`src/rtl/regfile_write_arbiter.sv`:
```
// Two-requester arbiter for the single register-file write port. It registers the
// winning write, discards writes to r0, and raises hazard flags for in-flight writes.
module regfile_write_arbiter #(
  parameter int DATA_W   = 32,
  parameter int ADDR_W   = 5,
  parameter int MAX_WAIT = 3,
  parameter int CNT_W    = 2
) (
  input  logic              Clk,
  input  logic              Reset,
  input  logic              a_req,
  input  logic [ADDR_W-1:0] a_rw,
  input  logic [DATA_W-1:0] a_pw,
  output logic              a_gnt,
  input  logic              b_req,
  input  logic [ADDR_W-1:0] b_rw,
  input  logic [DATA_W-1:0] b_pw,
  output logic              b_gnt,
  input  logic [ADDR_W-1:0] q_ra,
  input  logic [ADDR_W-1:0] q_rb,
  input  logic [ADDR_W-1:0] q_rd,
  output logic [DATA_W-1:0] rf_pw,
  output logic [ADDR_W-1:0] rf_rw,
  output logic              rf_le,
  output logic [2:0]        hz
);

  typedef enum logic {A_PRI, B_PRI} state_t;

  typedef struct packed {
    logic [ADDR_W-1:0] rw;
    logic [DATA_W-1:0] pw;
  } wr_t;

  state_t           state, state_nxt;
  logic [CNT_W-1:0] wait_cnt, wait_nxt;
  wr_t              win;
  logic             any_gnt;

  // Priority only matters under contention; a lone requester always wins.
  always_comb begin
    a_gnt = 1'b0;
    b_gnt = 1'b0;
    if (!Reset) begin
      if (a_req && b_req) begin
        if (state == B_PRI) b_gnt = 1'b1;
        else                a_gnt = 1'b1;
      end else begin
        a_gnt = a_req;
        b_gnt = b_req;
      end
    end
  end

  assign any_gnt = a_gnt | b_gnt;
  assign win     = b_gnt ? wr_t'{rw: b_rw, pw: b_pw} : wr_t'{rw: a_rw, pw: a_pw};

  // Flip to B priority on the edge where the loss count reaches MAX_WAIT.
  always_comb begin
    wait_nxt  = '0;
    state_nxt = state;
    if (b_req && !b_gnt)
      wait_nxt = (wait_cnt == {CNT_W{1'b1}}) ? wait_cnt : wait_cnt + 1'b1;
    case (state)
      A_PRI:   if (wait_nxt >= CNT_W'(MAX_WAIT)) state_nxt = B_PRI;
      B_PRI:   if (b_gnt) state_nxt = A_PRI;
      default: state_nxt = A_PRI;
    endcase
  end

  always_ff @(posedge Clk or posedge Reset) begin
    if (Reset) begin
      state    <= A_PRI;
      wait_cnt <= '0;
    end else begin
      state    <= state_nxt;
      wait_cnt <= wait_nxt;
    end
  end

  // A granted r0 write is consumed but never enables the port.
  always_ff @(posedge Clk or posedge Reset) begin
    if (Reset) begin
      rf_le <= 1'b0;
      rf_rw <= '0;
      rf_pw <= '0;
    end else if (any_gnt) begin
      rf_le <= (win.rw != '0);
      rf_rw <= win.rw;
      rf_pw <= win.pw;
    end else begin
      rf_le <= 1'b0;
    end
  end

  logic [2:0][ADDR_W-1:0] q;
  assign q = {q_rd, q_rb, q_ra};

  for (genvar i = 0; i < 3; i++) begin : g_hz
    assign hz[i] = rf_le && (rf_rw == q[i]) && (q[i] != '0);
  end

endmodule
```
`config.mk`:
```
export PLATFORM = sky130hd
export DESIGN_NAME = regfile_write_arbiter
export DESIGN_NICKNAME = d
export VERILOG_FILES = /design/src/rtl/regfile_write_arbiter.sv
export SDC_FILE = /design/constraint.sdc
export NUM_CORES = 1
export LEC_CHECK = 0
export ABC_CLOCK_PERIOD_IN_PS = 5500
export BUFFER_PORTS_ARGS = -buffer_cell sky130_fd_sc_hd__buf_2
export CELL_PAD_IN_SITES_DETAIL_PLACEMENT = 1
export CELL_PAD_IN_SITES_GLOBAL_PLACEMENT = 2
export CORE_UTILIZATION = 25
export DETAILED_ROUTE_END_ITERATION = 10
export PLACE_DENSITY_LB_ADDON = 0.1
export SYNTH_ARGS = -nofsm -noshare
export SYNTH_HDL_FRONTEND = slang
export SYNTH_SLANG_ARGS = --single-unit
export TNS_END_PERCENT = 10
```
`constraint.sdc`:
```
create_clock -name Clk -period 5.5 [get_ports Clk]
set_input_delay 1.1 -clock Clk [delete_from_list [all_inputs] [get_ports Clk]]
set_output_delay 1.1 -clock Clk [all_outputs]
set_load 0.01 [all_outputs]
```
# Word level (Yosys, flattened, before mapping)
# Cells that the tools add are included.
dict set report totals {
  ram_bits 0
  regBits 41
  latchBits 0
  mem_bits_ro 0
  n_memories 0
  input_bits 93
}
dict set report op_classes {
  n_mux 13
  reduce_logical 13
  div 0
  n_bitwise 2
  eq_ne 4
  n_mul 0
  n_lt_le_gt_ge 1
  addsub 1
  shift 0
}
# op count
set ops {}
lappend ops {{$mux 37} 1}
lappend ops {{$reduce_bool 5->1} 4}
lappend ops {{$eq 5x5->1} 3}
lappend ops {{$mux 1} 9}
lappend ops {{$logic_and 1x1->1} 8}
lappend ops {{$mux 2} 2}
lappend ops {{$add 2x1->2 const B} 1}
lappend ops {{$eq 2x2->1 const B} 1}
lappend ops {{$ge 2x2->1 const B} 1}
lappend ops {{$pmux 1 s2} 1}
lappend ops {{$logic_not 1->1} 1}
lappend ops {{$not 1->1} 1}
lappend ops {{$or 1x1->1} 1}

# Depth between registers and ports, before layout
# Gate-level depths: netlist of run 1.
dict set report logic_depth {
  ltp_word 9
  ltp_mapped 6
  ltp_nobuf 3
}

# Least setup slack after synthesis of run 1
# OpenSTA, ideal clock, no wires.
dict set report synth_timing {
  path_type {input -> register}
  startpoint {input port Reset}
  endpoint {register rf_pw[1]}
  arrival_ps 3001
  path_slack_ps 2416
  cell_stages 4
  required_ps 5417
  n_path_buf 1
  cell_sequence {inv_1 -> clkbuf_1 -> o2111ai_1 -> a31oi_1}
}
dict set report synth_via {
  elab_chain_cells 2
}
# element line_no
set synth_rtl {}
lappend synth_rtl {{start: declaration} 10} ;# input logic Reset,
lappend synth_rtl {{$mux 1} 44} ;# if (!Reset) begin
lappend synth_rtl {{$mux 37 / $or 1x1->1 (equally long branches)} {56, 55}}
lappend synth_rtl {{end signal: assignment} 90} ;# rf_pw <= win.pw;
lappend synth_rtl {{end: declaration} 22} ;# output logic [DATA_W-1:0] rf_pw,
# Parallel ways exist; a longest one is shown, timed or not.
# A chain may end at the register's enable or synchronous reset.

# Worst setup path in the final report of run 1
dict set report layout_timing {
  startpoint {input port b_req}
  endpoint {output port b_gnt}
}
dict set report layout_via {
  elab_chain_cells 3
}
# element line_no
set layout_rtl {}
lappend layout_rtl {{start: declaration} 15} ;# input logic b_req,
lappend layout_rtl {{$logic_and 1x1->1} 45} ;# if (a_req && b_req) begin
lappend layout_rtl {{$mux 1 *} 45}
lappend layout_rtl {{$mux 1 *} 44}
lappend layout_rtl {{end: declaration} 18} ;# output logic b_gnt,
# Mark *: on every way between the ends. The rest lies on a longest branch, timed or not.

==> flow_summary.json, run 1 <==
{
  "area_delta_synth_final_pct": 35.0,
  "p_per_area_nw_per_um2": 280,
  "setup_ws_ns": 2.15,
  "cts_tree": "done",
  "die_area_um2": 9840,
  "clk_latency_ns": 0.29,
  "clk_pin_slew_ns": 0.09,
  "drv_slew": 0,
  "cts.sinks": 41,
  "synth_area_um2": 2360,
  "synth_ff_type": "dfrtp_1",
  "fillers": 1137,
  "rsz0062_at_grt": "false",
  "final_core_util_pct": 34.7,
  "drc": 0,
  "critical_path.max_stage_delay_ns": 0.62,
  "hp-class": "reg -> reg",
  "status": "finished, final reports clean",
  "maxSlewHeadroom_pct": 28.3,
  "num_rows": 35,
  "placedCellCount": 489,
  "drtIter0Drc": 70,
  "tightest_slew_ns": 1.08,
  "root_buffer": "clkbuf_8",
  "wl_mm": 8.45,
  "syn_area_per_cell_um2": 8.62,
  "core_um2": 9200,
  "hold_viol_final": 0,
  "ys_types": 26,
  "finalCritPeriodShare_pct": 60.9,
  "wl_per_cell_um": 17.0,
  "power_mw": 0.892,
  "postCtsSetupBuffers": 0,
  "portBuffers": 135,
  "detail-route-antenna-nets": 0,
  "htree_levels": 2,
  "grt_max_degree": 55,
  "crit_top_cell": "buf_2",
  "dr.pass1.iters": 6,
  "place_hpwl_mm": 5.61,
  "synth_edf_count": 0,
  "synthCells": 274,
  "dpl_worst_slack_ns": 2.05,
  "clock_skew_ns": 0.00871,
  "grt_pass1_vias": 2699,
  "tns_ns": 0,
  "startpoint_type": "input pin",
  "gp_congestion": 0.735,
  "path_buf_inv": 2,
  "n_antenna_cell": 0,
  "grt_antenna_before_repair": 0,
  "yosysSeqAreaShare_pct": 43.4,
  "hold_buffers": 0,
  "initial_utilization_pct": 25.7,
  "r2r_cells": 4,
  "cpMaxStageDelayCell": "buf_2",
  "min_period_ns": 3.35,
  "worstHoldPathCells": 1,
  "ys_warn_count": 0,
  "worstSetupPathType": "in -> out",
  "cap_violations": 0,
  "nNetsFinal": 478,
  "worstPathMaxFanout": 42,
  "ir_drop_mv": 0.140,
  "vias_per_cell": 5.20,
  "clock_path_buffers": 2,
  "ys_ff_latch": 41,
  "async_reset_ff_share_pct": 100,
  "grt_pass1_wl_mm": 13.8,
  "io_pins": 136,
  "cp.depth": 4,
  "crit_family": "buffers and inverters",
  "grt.total_usage_pct": 17.6,
  "vias": 2586,
  "required_ns": 4.40,
  "post_cts_resized": 0,
  "dieHeight_um": 99.2,
  "cts_buffers": 5,
  "p_leak_nw": 1.35,
  "die_x_um": 99.2,
  "final_cells": 497,
  "maxClockFrequency_mhz": 298,
  "worst_ep_arrival_time_ns": 2.25,
  "endpoint_kind": "primary output",
  "post_route_cells_drive_above_1_share_pct": 39.4,
  "overflow": 0,
  "setup_viol": 0,
  "synth_nets": 367,
  "crit_chain": "buf_2 > nand2b_1 > nor2_1 > buf_2"
}
==> per-stage QoR <==
step                      hold WS (ns)  instance area [µm²]
after floorplan                  0.424                 2360
final                            0.465                 3190
after CTS                        0.466                 3190
after global routing             0.479                 3190
after global placement           0.442                 3070
after detailed placement         0.451                 3070
==> area by class of cell <==
class / count / area (µm²) / area share [%]
inverters: 3 / 11.3 / 0.353
multi-input cells: 193 / 1180 / 36.9
repair buffers: 141 / 721 / 22.6
clock inverters: 1 / 30.0 / 0.942
well taps: 111 / 139 / 4.35
flip-flops and latches: 41 / 1030 / 32.2
clock buffers: 7 / 86.3 / 2.71
==> registers in the layout, indices dropped and copies added (netlist names) <==
register	flops
rf_pw	32
rf_rw	5
wait_cnt	2
rf_le	1
state	1
==> cell usage in the layout, fill, tap and decap left out <==
master and count:
a211oi_1 3, a21oi_1 2, a31oi_1 37, and4_1 1, buf_2 135, buf_4 6
bufinv_16 1, clkbuf_1 1, clkbuf_8 6, dfrtp_1 41, inv_1 2, inv_2 1
nand2_1 5, nand2b_1 1, nand3_1 2, nor2_1 41, nor2b_2 1, nor3_1 2
nor4_1 2, o2111ai_1 37, o21ai_0 40, o21ba_2 1, o311a_1 1, or2_2 1
or3_1 2, or4_1 2, xnor2_1 9, xor2_1 3
==> cell usage after synthesis (5+ instances only) <==
master | count | area, µm²
o2111ai_1 | 37 | 324
o21ai_0 | 40 | 200
dfrtp_1 | 41 | 1030
xnor2_1 | 9 | 78.8
nand2_1 | 5 | 18.8
clkbuf_1 | 21 | 78.8
buf_2 | 7 | 35.0
nor2_1 | 41 | 154
a31oi_1 | 37 | 231
buf_1 | 8 | 30.0
==> kinds of logic (layout without fill, tap and decap cells) <==
logic type,count (synthesis),in the layout,share of synthesized area [%]
compound gates,121,121,34.2
simple gates,60,60,11.0
flops,41,41,43.4
buf+inv,40,152,6.89
xor+xnor,12,12,4.45
==> path summary, 6_finish.rpt <==
kind                                          to             startpoint  slack (ns)
max in group asynchronous   rf_rw[1]$_DFFE_PP0P_                  Reset        3.54
min in group asynchronous   rf_pw[6]$_DFFE_PP0P_                  Reset        1.03
max reg2reg                      rf_le$_DFF_PP0_        state$_DFF_PP0_        3.72
max                                        b_gnt                  b_req        2.15
min                        wait_cnt[0]$_DFF_PP0_  wait_cnt[0]$_DFF_PP0_        0.47
min reg2reg                wait_cnt[0]$_DFF_PP0_  wait_cnt[0]$_DFF_PP0_        0.47
==> per-layer routing <==
layer	global-route usage, %	up-vias	share of wire, %
li1	-	1265	-
met1	24.6	1236	50
met2	27.5	79	44
met3	3.58	6	5.1
met4	4.86	0	1.2
met5	0	-	0
==> power breakdown <==
part | internal (mW) | switching [mW] | total (mW)
Combinational | 0.102 | 0.147 | 0.250
Sequential | 0.343 | 0.0386 | 0.381
Clock | 0.148 | 0.113 | 0.261
Total | 0.593 | 0.299 | 0.892
Note: power is estimated with default switching activity, not from simulation.
==> run 2, diff against run 1 <==
--- a/config.mk
+++ b/config.mk
@@ -5,11 +5,12 @@
 export SDC_FILE = /design/constraint.sdc
 export NUM_CORES = 1
 export LEC_CHECK = 0
-export ABC_CLOCK_PERIOD_IN_PS = 5500
+export ABC_AREA = 1
+export ABC_CLOCK_PERIOD_IN_PS = 3200
 export BUFFER_PORTS_ARGS = -buffer_cell sky130_fd_sc_hd__buf_2
 export CELL_PAD_IN_SITES_DETAIL_PLACEMENT = 1
 export CELL_PAD_IN_SITES_GLOBAL_PLACEMENT = 2
-export CORE_UTILIZATION = 25
+export CORE_UTILIZATION = 22
 export DETAILED_ROUTE_END_ITERATION = 10
 export PLACE_DENSITY_LB_ADDON = 0.1
 export SYNTH_ARGS = -nofsm -noshare
==> constraint.sdc (replaced) <==
create_clock -name Clk -period 3.2 [get_ports Clk]
set_input_delay 0.64 -clock Clk [delete_from_list [all_inputs] [get_ports Clk]]
set_output_delay 0.64 -clock Clk [all_outputs]
set_load 0.01 [all_outputs]
==> run 2 against run 1 <==
  * Utilization fell by 2.9 points
  * Synthesized cell count rose by 5.8%
  * Area after synthesis fell by 3.0%
  * Largest cell class unchanged
  * Critical path type is now reg -> out
  * Register-to-register slack got worse by 2.2 ns
  * Sequential share of layout area rose by 0.29 points
  * Sequential cell count did not move
  * Power rose by 67%
  * Wire length fell by 15%
  * Final cell count rose by 12%
  * Hold slack got worse by 0.0086 ns
==> flow_summary.json, run 2 <==
{
  "status": "finished, final reports clean",
  "nNetsFinal": 514,
  "setup_ws_ns": 1.02,
  "area_delta_synth_final_pct": 37.9,
  "yosysMostFrequentCell": "nand2_1",
  "post_cts_resized": 0,
  "switching_share_pct": 31.1,
  "biggestRegsByFlops": "rf_pw (32), rf_rw (5), wait_cnt (2)",
  "postCtsSetupBuffers": 0,
  "grt_max_degree": 43,
  "vias_per_cell": 4.22,
  "cap_violations": 0,
  "die_area_um2": 10800,
  "required_ns": 2.56,
  "top_register": "rf_pw",
  "rsz0062_at_grt": "false",
  "finalCritPeriodShare_pct": 68.1,
  "drc": 0,
  "clock_path_buffers": 2,
  "ys_types": 26,
  "clock_skew_ns": 0.00691,
  "synth_top_cell_area_share_pct": 44.8,
  "n_antenna_cell": 0,
  "largest_reg_flops": 32,
  "tns_ns": 0,
  "detail-route-antenna-nets": 0,
  "synthTopCellsByArea": "dfrtp_1, nand2_1, a31oi_1",
  "num_rows": 36,
  "cts_tree": "done",
  "seq_area_um2": 1030,
  "grt_pass1_wl_mm": 12.2,
  "cts_buffers": 5,
  "crit_family": "simple AND/OR/NAND/NOR gates",
  "io_pins": 136,
  "rrSetupSlack_ns": 1.52,
  "setup_viol": 0,
  "syn_area_per_cell_um2": 7.90,
  "p_sw_mw": 0.465,
  "worstPathMaxFanout": 6,
  "clk_pin_slew_ns": 0.08,
  "grt.total_usage_pct": 13.9,
  "power_frac_comb_pct": 27.3,
  "clk_latency_ns": 0.29,
  "crit_chain": "or2_2 > a21oi_1 > nand4_1 > nor2_1 > buf_2",
  "die_x_um": 104,
  "maxSlewHeadroom_pct": 63.2,
  "ys_warn_count": 0,
  "htree_levels": 2,
  "async_reset_ff_share_pct": 100,
  "min_period_ns": 2.18,
  "clkPwrFrac_pct": 29.5,
  "synth_area_um2": 2290,
  "hold_viol_final": 0,
  "p_per_area_nw_per_um2": 472,
  "ys_ff_latch": 41,
  "synth_common_cells": "nand2_1, dfrtp_1, nor2_1",
  "critical_path.max_stage_delay_ns": 0.45,
  "core_um2": 9950,
  "worstSetupPathType": "reg -> out",
  "overflow": 0,
  "post_route_cells_drive_above_1_share_pct": 42.7,
  "yosysSeqAreaShare_pct": 44.8,
  "final_cell_mix": "buf_2, nand2_1, dfrtp_1",
  "fillers": 1251,
  "internal_power_mw": 1.03,
  "place_hpwl_mm": 5.33,
  "p_leak_nw": 1.61,
  "power_mw": 1.49,
  "tightest_slew_ns": 0.551,
  "wl_per_cell_um": 12.9,
  "drv_slew": 0,
  "synth_ff_type": "dfrtp_1",
  "root_buffer": "clkbuf_8",
  "synthCells": 290,
  "path_buf_inv": 1,
  "ir_drop_mv": 0.177,
  "endpoint_kind": "primary output",
  "grt_antenna_before_repair": 0,
  "synth_edf_count": 0,
  "yosys.area.top_type": "dfrtp_1",
  "maxClockFrequency_mhz": 459,
  "grt_pass1_vias": 2544,
  "dieHeight_um": 104,
  "final_core_util_pct": 31.7,
  "gp_congestion": 0.712,
  "drtIter0Drc": 37,
  "final_common_cell": "buf_2",
  "multi_input_area_um2": 1050,
  "vias": 2340,
  "pwr-share-seq_pct": 43.2,
  "worst_ep_arrival_time_ns": 1.54,
  "initial_utilization_pct": 23.0,
  "cts.sinks": 41,
  "dpl_worst_slack_ns": 1.08,
  "hp-class": "reg -> reg",
  "cpMaxStageDelayCell": "dfrtp_1",
  "synth_nets": 383,
  "dr.pass1.iters": 3,
  "hold_buffers": 0,
  "startpoint_type": "register",
  "final_area_um2": 3160,
  "post_dp_cell_area_um2": 3040,
  "wl_mm": 7.15,
  "portBuffers": 135
}
-- run 2: cell types whose count changed after synthesis, sizes merged, moves of 5 or more --
cell     before  now
o21ai        40    9
clkbuf       21    1
o2111ai      37    0
nand2         5   97
inv           3   24
xnor2         9    3
a31oi        37   32
-- run 2: cell families (layout without fill, tap and decap cells) --
| family | count (synthesis) | count (layout) | synth area share (%) |
|---|---|---|---|
| and+or+nand+nor | 157 | 157 | 28.7 |
| AOI/OAI and AO/OA | 48 | 48 | 15.4 |
| DFF | 41 | 41 | 44.8 |
| buffers and inverters | 40 | 172 | 9.61 |
| xor gates and xnor gates | 4 | 4 | 1.53 |
-- run 2: per-layer routing --
layer	wire (µm)	part of all wire [%]	vias up	global-route usage [%]
met3	559	7.8	4	4.76
met1	3190	45	1059	17.0
li1	-	-	1195	-
met2	3360	47	82	23.5
met5	0	0	-	0
met4	50	0.70	0	3.06
-- run 2: cell type report --
cell class,count,share of cell area (%)
Multi-Input combinational cell,209,33.2
Sequential cell,41,32.5
Timing Repair Buffer,140,22.6
Tap cell,133,5.27
Inverter,24,2.85
Clock buffer,7,2.73
Clock inverter,1,0.950
-- run 2: power by group through the flow --
| stage | clock network, mW | registers [mW] | logic [mW] |
|---|---|---|---|
| 2_1_floorplan | 0 | 0.682 | 0.215 |
| 3_3_place_gp | 0 | 0.653 | 0.418 |
| 3_5_place_dp | 0 | 0.656 | 0.420 |
| 4_1_cts | 0.464 | 0.646 | 0.421 |
| 5_1_grt | 0.481 | 0.657 | 0.466 |
| 6_report | 0.440 | 0.644 | 0.408 |
-- run 2: per-stage QoR --
stage | hold slack [ns] | instances
floorplan | 0.423 | 290
CTS | 0.457 | 555
global placement | 0.436 | 547
global route | 0.476 | 555
finish | 0.457 | 555
detailed placement | 0.444 | 547
-- run 2: path summary, 6_finish.rpt --
| path | startpoint | end | depth (start not counted) |
|---|---|---|---|
| max | rf_rw[1]$_DFFE_PP0P_ | hz[1] | 5 |
| min | wait_cnt[0]$_DFF_PP0_ | wait_cnt[0]$_DFF_PP0_ | 1 |
| max reg2reg | state$_DFF_PP0_ | rf_le$_DFF_PP0_ | 9 |
| min reg2reg | wait_cnt[0]$_DFF_PP0_ | wait_cnt[0]$_DFF_PP0_ | 1 |
| max in group asynchronous | Reset | rf_pw[10]$_DFFE_PP0P_ | 3 |
| min in group asynchronous | Reset | rf_pw[31]$_DFFE_PP0P_ | 3 |
